`src/rtl/pipeline_hazard_unit.sv`:
```
// Hazard / forwarding controller for the in-order pipeline.
// A small scoreboard shadows the stages after decode. From it and the decode
// instruction this block derives the load-use stall, the redirect flush/bubble,
// the forwarding selects and two saturating performance counters.

// Per-stage comparator: checks one scoreboard entry against both decode sources.
module phu_stage_cmp #(
    parameter int REG_ADDR_W = 6,
    parameter bit EARLY      = 1'b0   // entry's load data is not ready yet
) (
    input  logic                  ent_valid,
    input  logic [REG_ADDR_W-1:0] ent_dst,
    input  logic                  ent_wr,
    input  logic                  ent_load,
    input  logic                  src_ok_1,
    input  logic [REG_ADDR_W-1:0] src_reg_1,
    input  logic                  src_ok_2,
    input  logic [REG_ADDR_W-1:0] src_reg_2,
    output logic                  match_1,
    output logic                  match_2,
    output logic                  load_use
);
    logic live;

    // Match each qualified source against a live writing entry
    always_comb begin
        live     = ent_valid & ent_wr;
        match_1  = src_ok_1 & live & (ent_dst == src_reg_1);
        match_2  = src_ok_2 & live & (ent_dst == src_reg_2);
        load_use = EARLY & ent_load & (match_1 | match_2);
    end
endmodule

module pipeline_hazard_unit #(
    parameter int REG_ADDR_W = 6,
    parameter int NUM_STAGES = 3,
    parameter int LOAD_STAGE = 1,
    parameter int ZERO_REG   = 1,
    parameter int COUNT_W    = 32,
    localparam int SEL_W     = $clog2(NUM_STAGES + 1)
) (
    input  logic                  clock,
    input  logic                  reset,
    input  logic                  d_valid,
    input  logic [REG_ADDR_W-1:0] d_src_reg_1,
    input  logic                  d_src_used_1,
    input  logic [REG_ADDR_W-1:0] d_src_reg_2,
    input  logic                  d_src_used_2,
    input  logic [REG_ADDR_W-1:0] d_dst_reg,
    input  logic                  d_reg_write,
    input  logic                  d_mem_to_reg,
    input  logic                  x_redirect,
    output logic                  stall,
    output logic                  f2d_flush,
    output logic                  d2x_bubble,
    output logic [SEL_W-1:0]      fwd_sel_1,
    output logic [SEL_W-1:0]      fwd_sel_2,
    output logic [COUNT_W-1:0]    stall_count,
    output logic [COUNT_W-1:0]    flush_count
);
    typedef struct packed {
        logic                  valid;
        logic [REG_ADDR_W-1:0] dst;
        logic                  wr;
        logic                  load;
    } entry_t;

    // Entry 0 = X, entry NUM_STAGES-1 = last writeback stage
    entry_t sb [NUM_STAGES];

    logic [NUM_STAGES-1:0] match_1, match_2, load_use;
    logic                  src_ok_1, src_ok_2, stall_raw;

    // Qualify sources: real instruction, source read, not the hardwired zero register
    always_comb begin
        src_ok_1 = d_valid & d_src_used_1 & ~((ZERO_REG != 0) && (d_src_reg_1 == '0));
        src_ok_2 = d_valid & d_src_used_2 & ~((ZERO_REG != 0) && (d_src_reg_2 == '0));
    end

    for (genvar j = 0; j < NUM_STAGES; j++) begin : g_cmp
        phu_stage_cmp #(
            .REG_ADDR_W (REG_ADDR_W),
            .EARLY      (j < LOAD_STAGE)
        ) u_cmp (
            .ent_valid (sb[j].valid),
            .ent_dst   (sb[j].dst),
            .ent_wr    (sb[j].wr),
            .ent_load  (sb[j].load),
            .src_ok_1  (src_ok_1),
            .src_reg_1 (d_src_reg_1),
            .src_ok_2  (src_ok_2),
            .src_reg_2 (d_src_reg_2),
            .match_1   (match_1[j]),
            .match_2   (match_2[j]),
            .load_use  (load_use[j])
        );
    end

    // Youngest producer wins: scan oldest to youngest so the lowest index overrides
    always_comb begin
        fwd_sel_1 = '0;
        fwd_sel_2 = '0;
        for (int j = NUM_STAGES - 1; j >= 0; j--) begin
            if (match_1[j]) fwd_sel_1 = SEL_W'(j + 1);
            if (match_2[j]) fwd_sel_2 = SEL_W'(j + 1);
        end
    end

    // Redirect squashes the decode instruction, so it overrides any load-use stall
    always_comb begin
        stall_raw  = |load_use;
        f2d_flush  = x_redirect;
        stall      = ~x_redirect & stall_raw;
        d2x_bubble = x_redirect | stall_raw;
    end

    // Shift the scoreboard; a bubble enters X as an invalid entry, the oldest retires
    always_ff @(posedge clock) begin
        if (reset) begin
            for (int j = 0; j < NUM_STAGES; j++) sb[j] <= '0;
        end else begin
            sb[0] <= d2x_bubble ? entry_t'('0)
                                : entry_t'{d_valid, d_dst_reg, d_reg_write, d_mem_to_reg};
            for (int j = 1; j < NUM_STAGES; j++) sb[j] <= sb[j-1];
        end
    end

    // Saturating performance counters
    always_ff @(posedge clock) begin
        if (reset) begin
            stall_count <= '0;
            flush_count <= '0;
        end else begin
            if (stall && (stall_count != '1))      stall_count <= stall_count + 1'b1;
            if (x_redirect && (flush_count != '1)) flush_count <= flush_count + 1'b1;
        end
    end
endmodule
```
`config.mk`:
```
export PLATFORM = sky130hd
export DESIGN_NAME = pipeline_hazard_unit
export DESIGN_NICKNAME = d
export VERILOG_FILES = /design/src/rtl/pipeline_hazard_unit.sv
export SDC_FILE = /design/constraint.sdc
export NUM_CORES = 1
export LEC_CHECK = 0
export CORE_ASPECT_RATIO = 0.6
export CORE_MARGIN = 4
export CORE_UTILIZATION = 52
export CTS_BUF_LIST = sky130_fd_sc_hd__clkbuf_8
export DETAILED_ROUTE_END_ITERATION = 10
export MAX_ROUTING_LAYER = met4
export PLACE_DENSITY = 0.93
export SYNTH_ARGS = -nofsm -noshare
export SYNTH_HDL_FRONTEND = slang
export SYNTH_SLANG_ARGS = --single-unit
```
`constraint.sdc`:
```
create_clock -name clock -period 2.76 [get_ports clock]
set_input_delay 0.414 -clock clock [delete_from_list [all_inputs] [get_ports clock]]
set_output_delay 0.414 -clock clock [all_outputs]
set_load 0.01 [all_outputs]
```
---- Yosys cells after proc, flatten, opt, wreduce, memory -nomap -nowiden ----
Memories as Yosys holds them, arrays and structs flattened.
Index checks and enable logic that the tools add are counted.
word-level totals
  bits in registers ....................... 64
  output and inout bits ................... 71
  input bits .............................. 26
  bits in writable memories ............... 27
  memories ................................ 1
  logic and storage cells ................. 59
operators by class
  mux-type cells .......................... 13
  add/sub/neg operators ................... 2
  reductions and logical operators ........ 4
  bitwise gates (word level) .............. 29
  equality and inequality tests ........... 8
memory list
  name  depth  bits a word  read ports  clocked after Yosys merged registers in  write ports  RTL line  RTL
  sb    3      9            3           0                                        3            69        entry_t sb [NUM_STAGES];
operator list
  operator                                        number
  adder 32 x 1 -> 32 bit (second input constant)  2
  != test 32 bit (second input constant)          2
  == test 6 bit                                   6
  two-way mux 9 bit                               4
  AND 1 bit                                       21
  logical NOT 6 bit                               2
  two-way mux 2 bit                               6
  OR 1 bit                                        5
  two-way mux 1 bit                               3
  NOT 1 bit                                       3
  logical AND 1 bit                               2

---- Longest topological paths before layout ----
  depth after elaboration ................. 10
  mapped depth ............................ 9
  depth with buffers taken out ............ 7

---- Cells and area by module ----
A second synthesis with hierarchy kept.
unflattened totals
  cells, all modules ...................... 525
  area total of the unflattened synthesis .. 4604.4 µm²
by module, submodules not included
  module                               sequential area each (µm²)  times used  area an instance (µm²)  cells an instance
  pipeline_hazard_unit                 1821.7                      1           4116.4                  466
  phu_stage_cmp at g_cmp[1].u_cmp ...  0.0                         2           163.9                   20
  phu_stage_cmp at g_cmp[0].u_cmp      0.0                         1           160.2                   19

---- Worst setup path after synthesis ----
Ideal clock, no wire load.
  path kind ............................... register to register
  from .................................... register stall_count[0]
  to ...................................... register stall_count[30]
  setup slack ............................. 376 ps
  cell stages (with the launch flop) ...... 7
  clock period less this slack ............ 2384 ps
  setup time .............................. 115 ps
  data arrival time ....................... 2268 ps
  required time ........................... 2645 ps
  buffers on the path ..................... 0
  cell sequence ........................... dfxtp_1 > ha_1 > nand3_1 > nor4_1 > or4b_2 > o21a_1 > o21ba_2
on the way
  cells in the longest elaborated chain, start to end .. 2
  elaborated cells between the ends (all ways) .. 3
  classes of those cells .................. add/sub: 1; eq/ne: 1; reduce/logical: 1
RTL lines
  item                                                            RTL line  RTL
  from (decl)                                                     58        output logic [COUNT_W-1:0] stall_count,
  from (signal assigned)                                          134       if (stall && (stall_count != '1)) stall_count <= stall_count + 1'b1;
  branches (longest 2 deep; another with adder 32 x 1 -> 32 bit)  --
Several ways; the timed one is not identified.
A chain may end at the register's enable or synchronous reset.

---- Worst setup path after layout ----
  from .................................... input port d_src_reg_1[0]
  to ...................................... output port stall
on the way
  cells in the longest elaborated chain, start to end .. 8
  elaborated cells between the ends (all ways) .. 9
  classes of those cells .................. eq/ne: 1; bitwise: 7; reduce/logical: 1
RTL lines
  item               RTL line  RTL
  from (decl)        45        input logic [REG_ADDR_W-1:0] d_src_reg_1,
  logical NOT 6 bit  76        src_ok_1 = d_valid & d_src_used_1 & ~((ZERO_REG != 0) && (d_src_reg_1 == '0));
  NOT 1 bit          76
  AND 1 bit          76
  AND 1 bit          28        match_1 = src_ok_1 & live & (ent_dst == src_reg_1);
  AND 1 bit *        28
  OR 1 bit *         30        load_use = EARLY & ent_load & (match_1 | match_2);
  AND 1 bit *        30
  AND 1 bit *        113       stall = ~x_redirect & stall_raw;
  to (decl)          53        output logic stall,
Every way passes the cells marked *; elsewhere a longest branch is shown, timed or not.

==> results.txt <==
----------------------------------------------------
[Status]
  Status ... complete, no violations

[Final layout]
  Commonest non-fill, non-tap cells in the layout ... 89 x sky130_fd_sc_hd__dfxtp_1, 89 x sky130_fd_sc_hd__clkdlybuf4s50_1, 56 x sky130_fd_sc_hd__xor2_1
  Number of fill cells ... 583
  Number of nets in the layout ... about 660
  Area of all sequential standard cells ... about 1800 sq um
  Diode insertion count for antenna repair ... 0
  Cell area after layout ... ~5800 sq um
  Layout cell share with drive strength beyond 1 ... 0.1108
  Area used by multi-input combinational logic ... 2475 sq um
  Layout overhead on the synthesized area ... 34.82%
  Post-layout utilization of the core ... 0.7300

[Placed design]
  RD Place Congestion ... approximately 0.95
  Count of buffers inserted at the top-level ports ... 96
  Sum of net half-perimeters after detailed placement ... 8.787 mm
  Area of placed instances ... 5575 sq um

[GRT]
  Final global-route overflow total ... 0
  Number of global-route vias before repair ... approximately 4200
  Wire length of the first global-routing pass ... between 20 and 25 mm
  Number of antenna violations at the first check in global routing ... 0
  Total global routing track utilization ... 0.2568
  Maximum number of pins on one net before global-route repair ... 44

[Yosys]
  Area fraction in and, or, nand and nor cells after synthesis ... 0.3039
  Share of synthesized cell area in full adder, half adder and majority cells ... 0.005794
  Largest family of logic cells by synthesized area ... simple AND/OR/NAND/NOR gates
  Proportion of synthesized chip area in sequential cells ... 0.4125
  Post-Syn Instances ... ~500
  Xor-xnor portion of the synthesized cell area ... 0.1298
  Number of nets produced by synthesis ... 532
  Number of flops mapped to enable cells by yosys ... 0
  Share of synthesized area spent on multiplexers ... 0.002317
  Register bit total from synthesis ... 89
  Asr flop ratio synth ... 0
  Mapped cell area ... approximately 4300 sq um
  Unique masters post-synth ... between 40 and 50
  Share of the synthesized area in compound gates (AO/OA/AOI/OAI) ... 0.1194
  Average footprint of a synthesized cell ... around 8.6 sq um
  Yosys Warn Count ... 0
  Most instantiated flip-flop cell in the synthesis netlist ... sky130_fd_sc_hd__dfxtp_1

[Drt]
  Number of remaining DRC errors ... 0
  Pre-antenna DRT Iters ... 7
  Vias per std cell ... 5.893
  Final routed wirelength across all metal layers ... between 10 and 15 mm
  Post-detailed-route wirelength per cell ... approximately 17 microns
  Iteration-0 DRC Markers ... just under 400
  Count of nets left with antenna violations after detail routing ... 0
  Routed via count ... 4361

[Power]
  Static leakage ... 2.075 nW
  Cell Pwr Density ... ~420 nW/um^2
  Peak ir drop on the vdd network ... 0.2621 mV

[Timing]
  Part of the cycle the worst path needs ... 0.9824
  Highest achievable clock rate ... 0.3688 GHz
  Skew final ... roughly 0.0089 ns
  Number of pins exceeding their max-slew limit in the final report ... 0
  Post-layout minimum cycle time ... ~2.7 ns
  Relative slew margins ... 0.4488
  Transition time of the tightest slew-check pin ... approximately 0.83 ns
  Hold violation total from the final report ... 0
  Total setup violations reported at the end of the flow ... 0

[Die]
  Number of I/O pins ... a little under 100
  Number of cell rows ... 25
  Die boundary height ... slightly below 80 microns
  Die footprint ... between 9000 and 10000 sq um
  Die span in x ... 125.7 microns
  Core Box Area ... 7976 sq um
  Starting density of the core ... 0.5415

[Clocking]
  Post-CTS clock slew at the launch and capture registers of the worst setup and hold paths ... approximately 0.080 ns
  Cts bufs inserted ... 9
  H-tree level count ... 3
  Clock tree from TritonCTS ... done
  Clk_lat worst skew ... roughly 0.37 ns
  Longest Clk Path Bufs ... 2
  Num Clock Sinks ... between 80 and 90
  CTS hold repair buffers ... 0
  Root buf cell ... sky130_fd_sc_hd__clkbuf_8

[Setup path]
  Startpoint type of the worst setup path ... primary input
  R2R Path End ... stall_count[26]
  Critical path data arrival time ... between 2 and 2.5 ns
  Critical path class ... in -> out
  RR Startpoint ... stall_count[0]
  Largest driver fanout on the critical path ... 5
  Worst path required time ... 2.35 ns
  Reg2Reg Depth ... 9
  Setup slack, reg-to-reg ... approximately 0.21 ns
  Setup crit end kind ... output pin

[Min path]
  Hold path startpoint ... sb[0][17]
  Hold Path Depth ... 1
  Hold endpoint ... sb[0][26]
  Class of the tightest hold or removal check ... reg -> reg

[Run]
  Maxcap violations ... 0

----------------------------------------------------
## metal layers
layer,wire [microns],track usage
met1,5581,0.3228
met4,165,0.06277
met5,0,-
met3,971,0.08226
met2,5680,0.4051
## final cells by class
| class | instances | area share |
|---|---|---|
| multi-input cells | 392 | 0.4250 |
| flip-flops and latches | 89 | 0.3060 |
| well taps | 108 | 0.02321 |
| clock buffers | 9 | 0.02127 |
| repair buffers | 130 | 0.2063 |
| clock inverters | 7 | 0.01504 |
| inverters | 5 | 0.003223 |
## cell usage after synthesis, types with 3 or more instances
cell type | count | area [sq um]
sky130_fd_sc_hd__nor4_1 | 8 | 50.05
sky130_fd_sc_hd__and2_1 | 14 | 87.58
sky130_fd_sc_hd__nand4_1 | 26 | 162.7
sky130_fd_sc_hd__nor2_1 | 39 | 146.4
sky130_fd_sc_hd__or3_1 | 27 | 168.9
sky130_fd_sc_hd__clkbuf_1 | 13 | 48.80
sky130_fd_sc_hd__nor2b_1 | 21 | 131.4
sky130_fd_sc_hd__buf_6 | 3 | 33.78
sky130_fd_sc_hd__xor2_1 | 56 | 490.5
sky130_fd_sc_hd__and3_1 | 10 | 62.56
sky130_fd_sc_hd__dfxtp_1 | 89 | 1782
sky130_fd_sc_hd__inv_1 | 5 | 18.77
sky130_fd_sc_hd__o21a_1 | 3 | 22.52
sky130_fd_sc_hd__or2_2 | 3 | 18.77
sky130_fd_sc_hd__o2111ai_1 | 3 | 26.28
sky130_fd_sc_hd__o31ai_1 | 5 | 37.54
sky130_fd_sc_hd__or4_1 | 9 | 67.56
sky130_fd_sc_hd__and4_1 | 7 | 61.31
sky130_fd_sc_hd__a21oi_1 | 36 | 180.2
sky130_fd_sc_hd__o21ai_1 | 3 | 15.01
sky130_fd_sc_hd__o21ai_0 | 30 | 150.1
sky130_fd_sc_hd__nand3_1 | 32 | 160.2
sky130_fd_sc_hd__xnor2_1 | 8 | 70.07
sky130_fd_sc_hd__nor3_1 | 8 | 40.04
sky130_fd_sc_hd__nand2_1 | 25 | 93.84
sky130_fd_sc_hd__o211ai_1 | 3 | 22.52
## power by group
part           internal, mW  switching [mW]  leakage [nW]
Combinational        0.0880          0.0832          1.25
Clock                 0.502           0.460         0.108
Sequential             1.30          0.0152         0.719
Total                  1.89           0.558          2.07
## cell families after synthesis
logic type,after synthesis
compound gates,89
xor+xnor,64
fa+ha+maj,2
buf+inv,23
flops,89
mux,1
simple gates,236
## registers in the layout (all words and copies together), names as in the netlist
register / flops
flush_count: 32
sb: 25
stall_count: 32
## per-stage QoR
stage | power (mW) | setup TNS (ns) | instances | worst slack (ns) | hold slack (ns)
2_1_floorplan | 1.407 | 0 | 504 | 0.3764 | 0.4379
3_3_place_gp | 1.498 | -2.042 | 723 | -0.3674 | 0.4461
3_5_place_dp | 1.503 | -3.899 | 723 | -0.4339 | 0.4518
4_1_cts | 2.458 | -0.05895 | 740 | -0.05895 | 0.4686
5_1_grt | 2.525 | -0.007169 | 740 | -0.003805 | 0.4849
6_report | 2.444 | 0 | 740 | 0.04859 | 0.4680
## critical path, stage by stage
cell and delay (ns):
sky130_fd_sc_hd__clkdlybuf4s50_1 0.43, sky130_fd_sc_hd__or4_4 0.55, sky130_fd_sc_hd__o311a_1 0.33, sky130_fd_sc_hd__and3_4 0.19, sky130_fd_sc_hd__o21ai_4 0.15, sky130_fd_sc_hd__inv_1 0.09, sky130_fd_sc_hd__buf_2 0.15
## timing repair
item / in CTS / in global routing
setup endpoints to repair: 6 / 6
buffers inserted: 1 / 0
gates resized for setup: 26 / 6
pin swaps: 4 / 1
## worst max-delay path by stage
stage,start,end,slack (ns),cells past startpoint
CTS,d_src_reg_1[0],d2x_bubble,-0.06,7
global placement,d_src_reg_1[0],d2x_bubble,-0.37,7
finish,d_src_reg_1[0],stall,0.05,7
detailed placement,d_src_reg_1[0],d2x_bubble,-0.43,7
global route,d_src_reg_1[0],fwd_sel_1[0],-0.004,7
floorplan,stall_count[0],stall_count[30],0.38,6
(Power assumes the default switching activity.)
